**src/rtl/pio_shift_out_serializer.sv**
```systemverilog
// Serializes the PIO parallel output word into a daisy-chained 74HC595-style shift register chain.
// A frame is sent when the word differs from the last latched frame, on request, or once after reset.
module pio_shift_out_serializer #(
  parameter int DATA_W    = 21,
  parameter int CLK_DIV   = 2,
  parameter int MSB_FIRST = 1
) (
  input  logic              clk,
  input  logic              reset_n,
  input  logic [DATA_W-1:0] par_in,
  input  logic              force_update,
  output logic              sr_sck,
  output logic              sr_sdo,
  output logic              sr_rck,
  output logic              sr_oe_n,
  output logic              busy,
  output logic [15:0]       frame_cnt
);

  localparam int DIV_W = $clog2(CLK_DIV) + 1;
  localparam int IDX_W = $clog2(DATA_W) + 1;

  typedef enum logic [1:0] {IDLE, SHIFT, LATCH} state_t;

  state_t              state, state_nxt;
  logic [DATA_W-1:0]   last_sent, last_sent_nxt;
  logic [DATA_W-1:0]   shadow;
  logic                pend, pend_nxt;
  logic [IDX_W-1:0]    bit_idx, bit_idx_nxt;
  logic [DIV_W-1:0]    div, div_nxt;
  logic                sck_nxt, sdo_nxt, rck_nxt, oe_n_nxt, busy_nxt;
  logic [15:0]         cnt_nxt;
  logic                start;
  logic                load_shadow;
  logic                div_done;

  function automatic logic pick_bit(input logic [DATA_W-1:0] word,
                                    input logic [IDX_W-1:0]  idx);
    logic [IDX_W-1:0]  pos;
    logic [DATA_W-1:0] sh;
    pos = (MSB_FIRST != 0) ? (IDX_W'(DATA_W - 1) - idx) : idx;
    sh  = word >> pos;
    return sh[0];
  endfunction

  assign start    = (par_in != last_sent) | pend | force_update;
  assign div_done = (div == DIV_W'(CLK_DIV - 1));

  always_comb begin
    state_nxt     = state;
    pend_nxt      = pend;
    bit_idx_nxt   = bit_idx;
    div_nxt       = div;
    sck_nxt       = sr_sck;
    sdo_nxt       = sr_sdo;
    rck_nxt       = sr_rck;
    oe_n_nxt      = sr_oe_n;
    busy_nxt      = busy;
    cnt_nxt       = frame_cnt;
    last_sent_nxt = last_sent;
    load_shadow   = 1'b0;
    case (state)
      IDLE: begin
        if (start) begin
          load_shadow = 1'b1;
          pend_nxt    = 1'b0;
          bit_idx_nxt = '0;
          div_nxt     = '0;
          sdo_nxt     = pick_bit(par_in, '0);
          sck_nxt     = 1'b0;
          busy_nxt    = 1'b1;
          state_nxt   = SHIFT;
        end
      end
      SHIFT: begin
        if (div_done) begin
          div_nxt = '0;
          if (!sr_sck) begin
            sck_nxt = 1'b1;
          end else begin
            // Falling SCK edge: either advance to the next bit or finish the frame.
            sck_nxt = 1'b0;
            if (bit_idx == IDX_W'(DATA_W - 1)) begin
              rck_nxt   = 1'b1;
              state_nxt = LATCH;
            end else begin
              bit_idx_nxt = bit_idx + IDX_W'(1);
              sdo_nxt     = pick_bit(shadow, bit_idx + IDX_W'(1));
            end
          end
        end else begin
          div_nxt = div + DIV_W'(1);
        end
      end
      LATCH: begin
        if (div_done) begin
          div_nxt       = '0;
          rck_nxt       = 1'b0;
          last_sent_nxt = shadow;
          oe_n_nxt      = 1'b0;
          cnt_nxt       = frame_cnt + 16'd1;
          busy_nxt      = 1'b0;
          state_nxt     = IDLE;
        end else begin
          div_nxt = div + DIV_W'(1);
        end
      end
      default: state_nxt = IDLE;
    endcase
  end

  always_ff @(posedge clk or negedge reset_n) begin
    if (!reset_n) begin
      state     <= IDLE;
      pend      <= 1'b1;
      bit_idx   <= '0;
      div       <= '0;
      sr_sck    <= 1'b0;
      sr_sdo    <= 1'b0;
      sr_rck    <= 1'b0;
      sr_oe_n   <= 1'b1;
      busy      <= 1'b0;
      frame_cnt <= 16'd0;
      last_sent <= '0;
    end else begin
      state     <= state_nxt;
      pend      <= pend_nxt;
      bit_idx   <= bit_idx_nxt;
      div       <= div_nxt;
      sr_sck    <= sck_nxt;
      sr_sdo    <= sdo_nxt;
      sr_rck    <= rck_nxt;
      sr_oe_n   <= oe_n_nxt;
      busy      <= busy_nxt;
      frame_cnt <= cnt_nxt;
      last_sent <= last_sent_nxt;
    end
  end

  // Frame capture register; only meaningful while a frame is in flight.
  always_ff @(posedge clk) begin
    if (load_shadow) shadow <= par_in;
  end

endmodule
```
**config.mk**
```make
export PLATFORM = sky130hd
export DESIGN_NAME = pio_shift_out_serializer
export DESIGN_NICKNAME = d
export VERILOG_FILES = /design/src/rtl/pio_shift_out_serializer.sv
export SDC_FILE = /design/constraint.sdc
export NUM_CORES = 1
export LEC_CHECK = 0
export ABC_AREA = 1
export CORE_UTILIZATION = 62
export CTS_BUF_LIST = sky130_fd_sc_hd__clkbuf_8
export CTS_CLUSTER_SIZE = 14
export DETAILED_ROUTE_END_ITERATION = 10
export PLACE_DENSITY = 0.87
export REMOVE_ABC_BUFFERS = 1
export SETUP_SLACK_MARGIN = 0.2
export SLEW_MARGIN = 0
export SYNTH_ARGS = -nofsm -noshare
export SYNTH_HDL_FRONTEND = slang
export SYNTH_SLANG_ARGS = --single-unit
```
**constraint.sdc**
```tcl
create_clock -name clk -period 5.1 [get_ports clk]
set_input_delay 0.51 -clock clk [delete_from_list [all_inputs] [get_ports clk]]
set_output_delay 0.51 -clock clk [all_outputs]
set_load 0.005 [all_outputs]
```
==> results.md, run 1 <==
- Status: completed
- Number of flops mapped to enable cells by yosys: 21
- Die W: approximately 80 µm
- Crit path max-delay family: simple AND/OR/NAND/NOR gates
- Leading area contributor after synthesis: dfrtp_1
- Largest net degree at the start of global routing: 54
- Crit path time final: around 2.5 ns
- Crit-path cells: inv_2 > ha_1 > inv_1 > nand2_1 > nand2_1 > nand2_1 > nand2_1 > a21oi_1 > nor2_1 > nor2_1 > nand2_1 > nand2_1 > nand2_1 > nand2_1
- Post-Place Cells: roughly 540
- Total CTS buffers: 9
- Iter 0 DRT Violations: roughly 280
- Cell Area, Synth: around 0.0037 mm²
- Vias/cell: between 5 and 6
- Worst-path fanout max: 15
- Worst r2r src: bit_idx[0]
- Fin. max-slew vios: 0
- Max H-tree Level: 3
- Startpoint Class: register
- Non-filler cells, final: 560
- Synthesis Warnings: 0
- Cts hold-fix bufs: 0
- Vias in the first global route: 2,982
- RSZ-0062 raised after global routing: no
- Fin. Hold Viols: 0
- Worst r2r path cells: 14
- Worst hold path type: in2async
- Post_cts resized: 0
- Worst hold margin: 0.2756 ns
- Placed wire-length estimate: ~5500 µm
- Antenna Violating Nets Remaining: 0
- Worst Skew: approximately 0.0075 ns
- Initial core utilization: between 60 and 70%
- Clock sinks: 74
- Ys async rst share: between 70% and 80%
- Critical Path Max Stage Delay: slightly below 0.7 ns
- Final critical-path share of the clock period: 48.70%
- Number of detailed-route iterations in the first pass: 5
- Std-Cell Core Area: around 0.0056 mm²
- CP most frequent cell: nand2_1
- Setup-failing EPs final: 0
- IR drop worst, VDD: about 0.00019 V
- Flop2flop setup slack: ~2.6 ns
- Worst setup EP type: register
- Clock buffer depth: 2
- Setup crit start: bit_idx[0]
- DR WL/cell: between 10 and 15 µm
- Most frequent cells in the layout: nand2_1, inv_1, dfrtp_1
- Fill count: between 300 and 400
- Placed cell areas: about 0.0042 mm²
- Max Freq: 402.6 MHz
- Data required time at the worst endpoint: about 5.4 ns
- Mapped Cells: between 400 and 500
- Mean Syn Cell Area: 8.580 µm²
- Commonest non-fill, non-tap cell in the layout: nand2_1
- Number of port buffers: 44
- First-pass GRT wire length: around 14,000 µm
- CP max stage cell: dfrtp_1
- Synth Flop Type: dfrtp_1
- CTS tree: built
- Worst-path clk slew: roughly 0.080 ns
- Post-synth cell types: 31
- Slew HR: between 30% and 40%
- Worst-margin pin slew: 0.9084 ns
- Number of synthesized register bits: 74
- # diodes: 0
- Pwr Density: approximately 250 mW/mm²
- Final Core Density: about four fifths
- CP bufs+invs: 2
- Max-Cap Viols: 0
- Leakage power total: 0.002187 µW
- Synth top area share: about a third
- Clock Latency Late Sink: ~0.35 ns
- Nets: 516
- GPL Wtd Cong: 0.9232
- Io pins: 45
- Layout cells sized above 1: 7.377%
- GR Util All Layers: about 29%
- Grt total ovfl: 0
- Layout Area Growth over Synthesis: 18.84%
- Vias: 3,075
- Post-synthesis sequential area ratio: between 50% and 60%
- WL final: roughly 8200 µm
- Final Cell Area: between 0.004 and 0.005 mm²
- Die Y-Extent: between 70 and 80 µm
- Critical path depth: 14
- Die area: roughly 0.0063 mm²
- Crit path DAT: 2.77 ns
- Rows: 27
- Crit Path Class: reg2reg
- Clock root buffer: clkbuf_8
- Initial antenna violation count: 0
- Post-route setup TNS: 0 ns
- Residual DRC: 0
- Ranking of synthesized cells by area: dfrtp_1, edfxtp_1, nand2_1
- # Post-CTS Setup Buffers: 0
## layer usage
layer | wire length [µm] | track usage, % | up-vias
li1 | - | - | 1468
met5 | 0 | 0 | -
met2 | 3889 | 45.90 | 128
met1 | 3490 | 37.09 | 1451
met4 | 272 | 16.55 | 0
met3 | 505 | 4.114 | 28
## power by group
group | total (µW) | leakage (µW) | switching (µW) | internal, µW
sequential | 610 | 0.000900 | 0 | 610
clock | 475 | 0.000115 | 213 | 262
combinational | 41.2 | 0.00117 | 21.3 | 19.9
## cells by family after synthesis
kind of cell               share of synthesized area [%]
AOI/OAI and AO/OA                                  6.537
xor gates and xnor gates                           5.833
buffers and inverters                              7.241
and+or+nand+nor                                    24.87
adders and majority gates                          3.017
DFF                                                52.50
## cells in the mapped netlist, types with 4 or more instances
master	count
nand2_2	4
nand2_1	136
dfrtp_1	51
ha_1	9
or2_2	4
xnor2_1	6
nand4_1	7
nand3_1	24
o21ai_0	41
nor2_1	24
inv_1	60
xor2_1	17
edfxtp_1	21
## worst paths after layout
check                           endpoint
max                               sr_sdo
min                        last_sent[18]
max reg2reg                       sr_sdo
min reg2reg                         pend
max in group asynchronous  last_sent[15]
min in group clk                    pend
## layout make-up
| type | instances | area (µm²) | share of cell area (%) |
|---|---|---|---|
| flip-flops and latches | 74 | 1959 | 44.17 |
| multi-input cells | 291 | 1503 | 33.88 |
| repair buffers | 45 | 442.9 | 9.986 |
| inverters | 62 | 232.7 | 5.247 |
| clock buffers | 12 | 165.2 | 3.724 |
| well taps | 72 | 90.09 | 2.031 |
| clock inverters | 4 | 42.54 | 0.9591 |
## flip-flops by register name, indices dropped and copies added, names as in the netlist
name and flops:
sr_oe_n 1, shadow 21, frame_cnt 16, state 2
busy 1, pend 1, div 2, sr_sdo 1
bit_idx 6, sr_sck 1, sr_rck 1, last_sent 21
## stage by stage
step	power (µW)	setup slack, ns
after floorplan	629.9	3.170
after global placement	661.2	2.490
after detailed placement	662.4	2.411
after CTS	1128	2.685
after global routing	1157	2.423
final	1126	2.616
No activity file was read; power rests on OpenSTA's default activity.
==> inputs of run 2 (changes only) <==
--- a/config.mk
+++ b/config.mk
@@ -6,11 +6,11 @@
 export NUM_CORES = 1
 export LEC_CHECK = 0
 export ABC_AREA = 1
-export CORE_UTILIZATION = 62
+export CORE_UTILIZATION = 58
 export CTS_BUF_LIST = sky130_fd_sc_hd__clkbuf_8
 export CTS_CLUSTER_SIZE = 14
 export DETAILED_ROUTE_END_ITERATION = 10
-export PLACE_DENSITY = 0.87
+export PLACE_DENSITY = 0.83
 export REMOVE_ABC_BUFFERS = 1
 export SETUP_SLACK_MARGIN = 0.2
 export SLEW_MARGIN = 0
==> constraint.sdc (replaced) <==
create_clock -name clk -period 2.5 [get_ports clk]
set_input_delay 0.25 -clock clk [delete_from_list [all_inputs] [get_ports clk]]
set_output_delay 0.25 -clock clk [all_outputs]
set_load 0.005 [all_outputs]
==> run 2 against run 1 <==
  * Total power rose by 120%
  * Critical path depth did not move
  * First-iteration DRC count down 30%
  * Wire length shrank 3.0%
  * Maximum frequency increased by 21%
  * Critical endpoint unchanged
  * Largest cell class unchanged
  * Largest power group unchanged
==> results.md, run 2 (synthesis gave the netlist of run 1 again) <==
- Status: completed (unchanged)
- CP most frequent cell: nand2_1 (unchanged)
- Fill count: 451 (was 362)
- Most frequent cells in the layout: nand2_1, inv_1, dfrtp_1 (unchanged)
- Placed wire-length estimate: 5590 µm (was 5536 µm)
- GR Util All Layers: 26.64% (was 28.63%)
- Crit path time final: 2.052 ns (was 2.484 ns)
- Die Y-Extent: 82.22 µm (was 79.59 µm)
- Grt total ovfl: 0 (unchanged)
- Worst hold margin: 0.02580 ns (was 0.2756 ns)
- Vias: 2,982 (was 3,075)
- Std-Cell Core Area: 0.006061 mm² (was 0.005642 mm²)
- RSZ-0062 raised after global routing: no (unchanged)
- Number of detailed-route iterations in the first pass: 7 (was 5)
- Total CTS buffers: 9 (unchanged)
- Max Freq: 487.3 MHz (was 402.6 MHz)
- Vias/cell: 5.269 (was 5.491)
- CTS tree: built (unchanged)
- Crit path DAT: 2.34 ns (was 2.77 ns)
- Max H-tree Level: 3 (unchanged)
- Number of port buffers: 44 (unchanged)
- Crit Path Class: reg2reg (unchanged)
- Critical Path Max Stage Delay: 0.47 ns (was 0.68 ns)
- Worst hold path type: in2async (unchanged)
- CP bufs+invs: 2 (unchanged)
- Fin. max-slew vios: 0 (unchanged)
- Data required time at the worst endpoint: 2.79 ns (was 5.39 ns)
- Die area: 0.006760 mm² (was 0.006334 mm²)
- Worst-margin pin slew: 0.6759 ns (was 0.9084 ns)
- Iter 0 DRT Violations: 196 (was 279)
- Crit path max-delay family: simple AND/OR/NAND/NOR gates (unchanged)
- Commonest non-fill, non-tap cell in the layout: nand2_1 (unchanged)
- Final Cell Area: 0.004511 mm² (was 0.004436 mm²)
- Rows: 28 (was 27)
- Final critical-path share of the clock period: 82.09% (was 48.70%)
- Initial core utilization: 61.58% (was 66.16%)
- DR WL/cell: 13.99 µm (was 14.57 µm)
- Clock sinks: 74 (unchanged)
- Residual DRC: 0 (unchanged)
- Pwr Density: 543.0 mW/mm² (was 253.8 mW/mm²)
- WL final: 7917 µm (was 8158 µm)
- Worst setup EP type: register (unchanged)
- Crit-path cells: inv_1 > ha_2 > inv_1 > nand2_1 > nand2_1 > nand2_1 > nand2_1 > a21oi_1 > nor2_1 > nor2_1 > nand2_1 > nand2_1 > nand2_1 > nand2_1 (was inv_2 > ha_1 > inv_1 > nand2_1 > nand2_1 > nand2_1 > nand2_1 > a21oi_1 > nor2_1 > nor2_1 > nand2_1 > nand2_1 > nand2_1 > nand2_1)
- Die W: 82.22 µm (was 79.59 µm)
- Nets: 519 (was 516)
- Total power: 2449 µW (was 1126 µW)
- Cts hold-fix bufs: 0 (unchanged)
- Layout cells sized above 1: 8.554% (was 7.377%)
- Worst-path clk slew: 0.08 ns (about the same)
- Setup crit start: bit_idx[1] (was bit_idx[0])
- Antenna Violating Nets Remaining: 0 (unchanged)
- Io pins: 45 (unchanged)
- Clock root buffer: clkbuf_8 (unchanged)
- Clock buffer depth: 2 (unchanged)
- IR drop worst, VDD: 0.0004354 V (was 0.0001882 V)
- GPL Wtd Cong: 0.8586 (was 0.9232)
- Worst r2r path cells: 14 (unchanged)
- Biggest regs: last_sent (21), shadow (21), frame_cnt (16) (unchanged)
- Startpoint Class: register (unchanged)
- Clock Latency Late Sink: 0.35 ns (about the same)
- Worst r2r dst: sr_sdo (unchanged)
- First-pass GRT wire length: 13,170 µm (was 13,580 µm)
- Final setup margin: 0.4478 ns (was 2.616 ns)
- Layout Area Growth over Synthesis: 20.85% (was 18.84%)
- Dpl ws: 0.4409 ns (was 2.411 ns)
- Leakage power total: 0.002212 µW (was 0.002187 µW)
- Largest net degree at the start of global routing: 54 (unchanged)
- Vias in the first global route: 2,880 (was 2,982)
- Worst Skew: 0.01146 ns (was 0.007541 ns)
- # diodes: 0 (unchanged)
- Placed cell areas: 0.004267 mm² (was 0.004228 mm²)
- Fin. Hold Viols: 0 (unchanged)
- Worst r2r src: bit_idx[1] (was bit_idx[0])
- CP max stage cell: dfrtp_1 (unchanged)
- Flop2flop setup slack: 0.45 ns (was 2.62 ns)
- Post-route setup TNS: 0 ns (unchanged)
- Setup-failing EPs final: 0 (unchanged)
- Max-Cap Viols: 0 (unchanged)
- Worst-path fanout max: 8 (was 15)
- Slew HR: 54.94% (was 39.37%)
- Initial antenna violation count: 0 (unchanged)
==> run 2: changes by cell type in the layout (fill, tap and decap cells not counted), sizes merged <==
cell,before,now
clkinv,1,4
buf,2,5
inv,64,62
clkbuf,12,9
bufinv,1,3
==> run 2: layout make-up <==
cell class | instances | area [µm²] | share of cell area (%)
Clock buffer | 9 | 123.9 | 2.746
Clock inverter | 7 | 117.6 | 2.607
Inverter | 62 | 232.7 | 5.159
Multi-Input combinational cell | 291 | 1505 | 33.37
Sequential cell | 74 | 1959 | 43.44
Tap cell | 75 | 93.84 | 2.080
Timing Repair Buffer | 48 | 478.0 | 10.60
==> run 2: worst max path at each step <==
| stage | end | slack (ns) | cells after the start |
|---|---|---|---|
| final | sr_sdo | 0.45 | 14 |
| after CTS | sr_sdo | 0.42 | 13 |
| after floorplan | sr_sdo | 0.59 | 13 |
| after detailed placement | sr_sdo | 0.44 | 11 |
| after global routing | sr_sdo | 0.26 | 14 |
| after global placement | sr_sdo | 0.50 | 11 |
==> run 2: power by group <==
group | internal (µW) | switching (µW)
registers | 1240 | 0
logic | 40.7 | 41.5
clock network | 663 | 461
total | 1950 | 503
==> run 2: repair_timing <==
action | 4_1_cts | 5_1_grt
endpoints found under the hold margin | 0 | 0
setup buffers | 0 | 0
setup endpoints to repair | 0 | 1
gates resized for setup | 0 | 1
==> run 2: per-stage QoR <==
| step | cells | utilization [%] |
|---|---|---|
| 2_1_floorplan | 427 | - |
| 3_3_place_gp | 550 | 70.40 |
| 3_5_place_dp | 550 | 70.40 |
| 4_1_cts | 566 | 74.38 |
| 5_1_grt | 566 | 74.42 |
| 6_report | 566 | 74.42 |
==> run 2: metal layers <==
metal	vias up	routed length (µm)	track usage, %
met5	-	0	0
met4	0	131	8.246
met3	14	337	5.604
met2	76	3882	44.13
met1	1422	3566	35.10
li1	1470	-	-
==> inputs of run 3 (changes only) <==
==> constraint.sdc (replaced) <==
create_clock -name clk -period 1.97 [get_ports clk]
set_input_delay 0.197 -clock clk [delete_from_list [all_inputs] [get_ports clk]]
set_output_delay 0.197 -clock clk [all_outputs]
set_load 0.005 [all_outputs]
==> run 3 against run 2 <==
  * The flow now finishes with violations (hold timing)
  * Maximum frequency up 21%
  * Utilization up 1.2 points
  * Count of clock-buffer cells in the layout up 2
  * Die area unchanged
  * Largest cell class unchanged
  * Setup slack worse by 0.18 ns
  * Sequential power up 27%
==> results.md, run 3 (synthesis gave the netlist of run 1 again) <==
- RSZ-0062 raised after global routing: yes (was no)
- # diodes: 0 (unchanged)
- Max H-tree Level: 3 (unchanged)
- Max Freq: 587.6 MHz (was 487.3 MHz)
- Std-Cell Core Area: 0.006061 mm² (unchanged)
- Initial antenna violation count: 0 (unchanged)
- Setup-failing EPs final: 0 (unchanged)
- Antenna Violating Nets Remaining: 0 (unchanged)
- Final setup margin: 0.2682 ns (was 0.4478 ns)
- Worst Skew: 0.005888 ns (was 0.01146 ns)
- Cts hold-fix bufs: 0 (unchanged)
- GPL Wtd Cong: 0.8346 (was 0.8586)
- Status: finished with violations (was completed)
- Post-route setup TNS: 0 ns (unchanged)
- Largest net degree at the start of global routing: 54 (unchanged)
- Die area: 0.006760 mm² (unchanged)
- Worst-margin pin slew: 0.6983 ns (was 0.6759 ns)
- Commonest non-fill, non-tap cell in the layout: nand2_1 (unchanged)
- Dpl ws: 0.04931 ns (was 0.4409 ns)
- Layout Area Growth over Synthesis: 22.83% (was 20.85%)
- Io pins: 45 (unchanged)
- Rows: 28 (unchanged)
- Vias in the first global route: 2,845 (was 2,880)
- Area of the multi-input gates: 0.001550 mm² (was 0.001505 mm²)
- Worst-path clk slew: 0.08 ns (about the same)
- Crit Path Class: reg2reg (unchanged)
- IR drop worst, VDD: 0.0007080 V (was 0.0004354 V)
- Iter 0 DRT Violations: 264 (was 196)
- Grt total ovfl: 0 (unchanged)
- Final Core Density: 75.64% (was 74.42%)
- GR Util All Layers: 26.02% (was 26.64%)
- Failing checks: hold timing
- WL final: 8252 µm (was 7917 µm)
- Number of port buffers: 44 (unchanged)
- Die W: 82.22 µm (unchanged)
- CTS tree: built (unchanged)
- Placed wire-length estimate: 5674 µm (was 5590 µm)
- Number of detailed-route iterations in the first pass: 5 (was 7)
- Worst setup EP type: register (unchanged)
- Vias: 3,024 (was 2,982)
- DR WL/cell: 14.30 µm (was 13.99 µm)
- Clock sinks: 74 (unchanged)
- Most frequent cells in the layout: nand2_1, inv_1, dfrtp_1 (unchanged)
- Total power: 2769 µW (was 2449 µW)
- Biggest regs: last_sent (21), shadow (21), frame_cnt (16) (unchanged)
- Worst-path fanout max: 3 (was 8)
- Slew HR: 53.44% (was 54.94%)
- Startpoint Class: register (unchanged)
- Max-Cap Viols: 0 (unchanged)
- First-pass GRT wire length: 12,830 µm (was 13,170 µm)
- Data required time at the worst endpoint: 2.20 ns (was 2.79 ns)
- Leakage power total: 0.002235 µW (was 0.002212 µW)
- Worst hold margin: -0.03044 ns (was 0.02580 ns)
- Residual DRC: 0 (unchanged)
- Crit path DAT: 1.93 ns (was 2.34 ns)
- Clock root buffer: clkbuf_8 (unchanged)
- Pwr Density: 604.1 mW/mm² (was 543.0 mW/mm²)
- Fin. Hold Viols: 30 (was 0)
- Die Y-Extent: 82.22 µm (unchanged)
- Fill count: 432 (was 451)
- Fin. max-slew vios: 0 (unchanged)
- Total CTS buffers: 9 (unchanged)
- Nets: 530 (was 519)
- Final critical-path share of the clock period: 86.39% (was 82.09%)
- Clock Latency Late Sink: 0.34 ns (was 0.35 ns)
- Worst hold path type: in2async (unchanged)
- Clock buffer depth: 2 (unchanged)
- Layout cells sized above 1: 12.95% (was 8.554%)
- Vias/cell: 5.241 (was 5.269)
- Crit path time final: 1.702 ns (was 2.052 ns)
- FF/Latch Area: 0.001959 mm² (unchanged)
- Initial core utilization: 61.58% (unchanged)
[run 3: cell types whose count changed in the layout (fill, tap and decap cells not counted), moves of 3 or more]
cell / delta
inv_1: -3
buf_4: +9
bufinv_16: -3
nand2_1: -4
ha_1: -3
inv_2: +4
[run 3: path summary, 6_finish.rpt]
kind	from	end	slack (ns)	cells past startpoint
hold / removal	reset_n	last_sent[18]	-0.03	2
setup reg to reg	state[0]	frame_cnt[14]	0.27	10
min in group clk	par_in[17]	shadow[17]	0.44	1
max in group asynchronous	reset_n	frame_cnt[6]	1.52	2
hold reg to reg	pend	pend	0.45	2
setup / recovery	state[0]	frame_cnt[14]	0.27	10
[run 3: per-stage QoR]
stage          std cells  hold slack [ns]  area, µm²
6_report             577         -0.03044       4584
5_1_grt              577          0.04268       4584
4_1_cts              576         0.001698       4533
3_5_place_dp         558           0.3780       4327
3_3_place_gp         558           0.3740       4327
2_1_floorplan        427         -0.09859       3695
[run 3: final cells by class]
type,count,area share [%]
Clock buffer,11,3.302
Clock inverter,5,0.6277
Inverter,62,5.076
Multi-Input combinational cell,291,33.82
Sequential cell,74,42.74
Tap cell,75,2.047
Timing Repair Buffer,59,12.39
[run 3: critical path: stages (launching register included)]
cell and delay [ns]:
dfrtp_1 0.41, inv_2 0.08, ha_2 0.21, nand2_4 0.09, nor2_4 0.11, nand2_2 0.08
nor3_4 0.16, nand2_2 0.11, nor2_4 0.12, nand2_2 0.07, xnor2_2 0.13
[run 3: per-layer routing]
metal	GRT usage, %	part of all wire (%)	vias up
met5	0	0	-
met2	41.82	48	99
li1	-	-	1497
met4	11.93	2.1	0
met1	34.74	44	1409
met3	4.066	5.7	19
[run 3: report_power, final]
part	total [µW]	internal [µW]	leakage (µW)	switching, µW
registers	1580	1580	0.000900	0
clock network	1090	521	0.000101	566
logic	105	51.6	0.00123	53.9
total	2770	2150	0.00223	620
[run 3: timing repair]
action	4_1_cts	5_1_grt
resized for setup	5	15
setup buffers	2	1
setup endpoints to repair	10	9
pin swaps	1	2
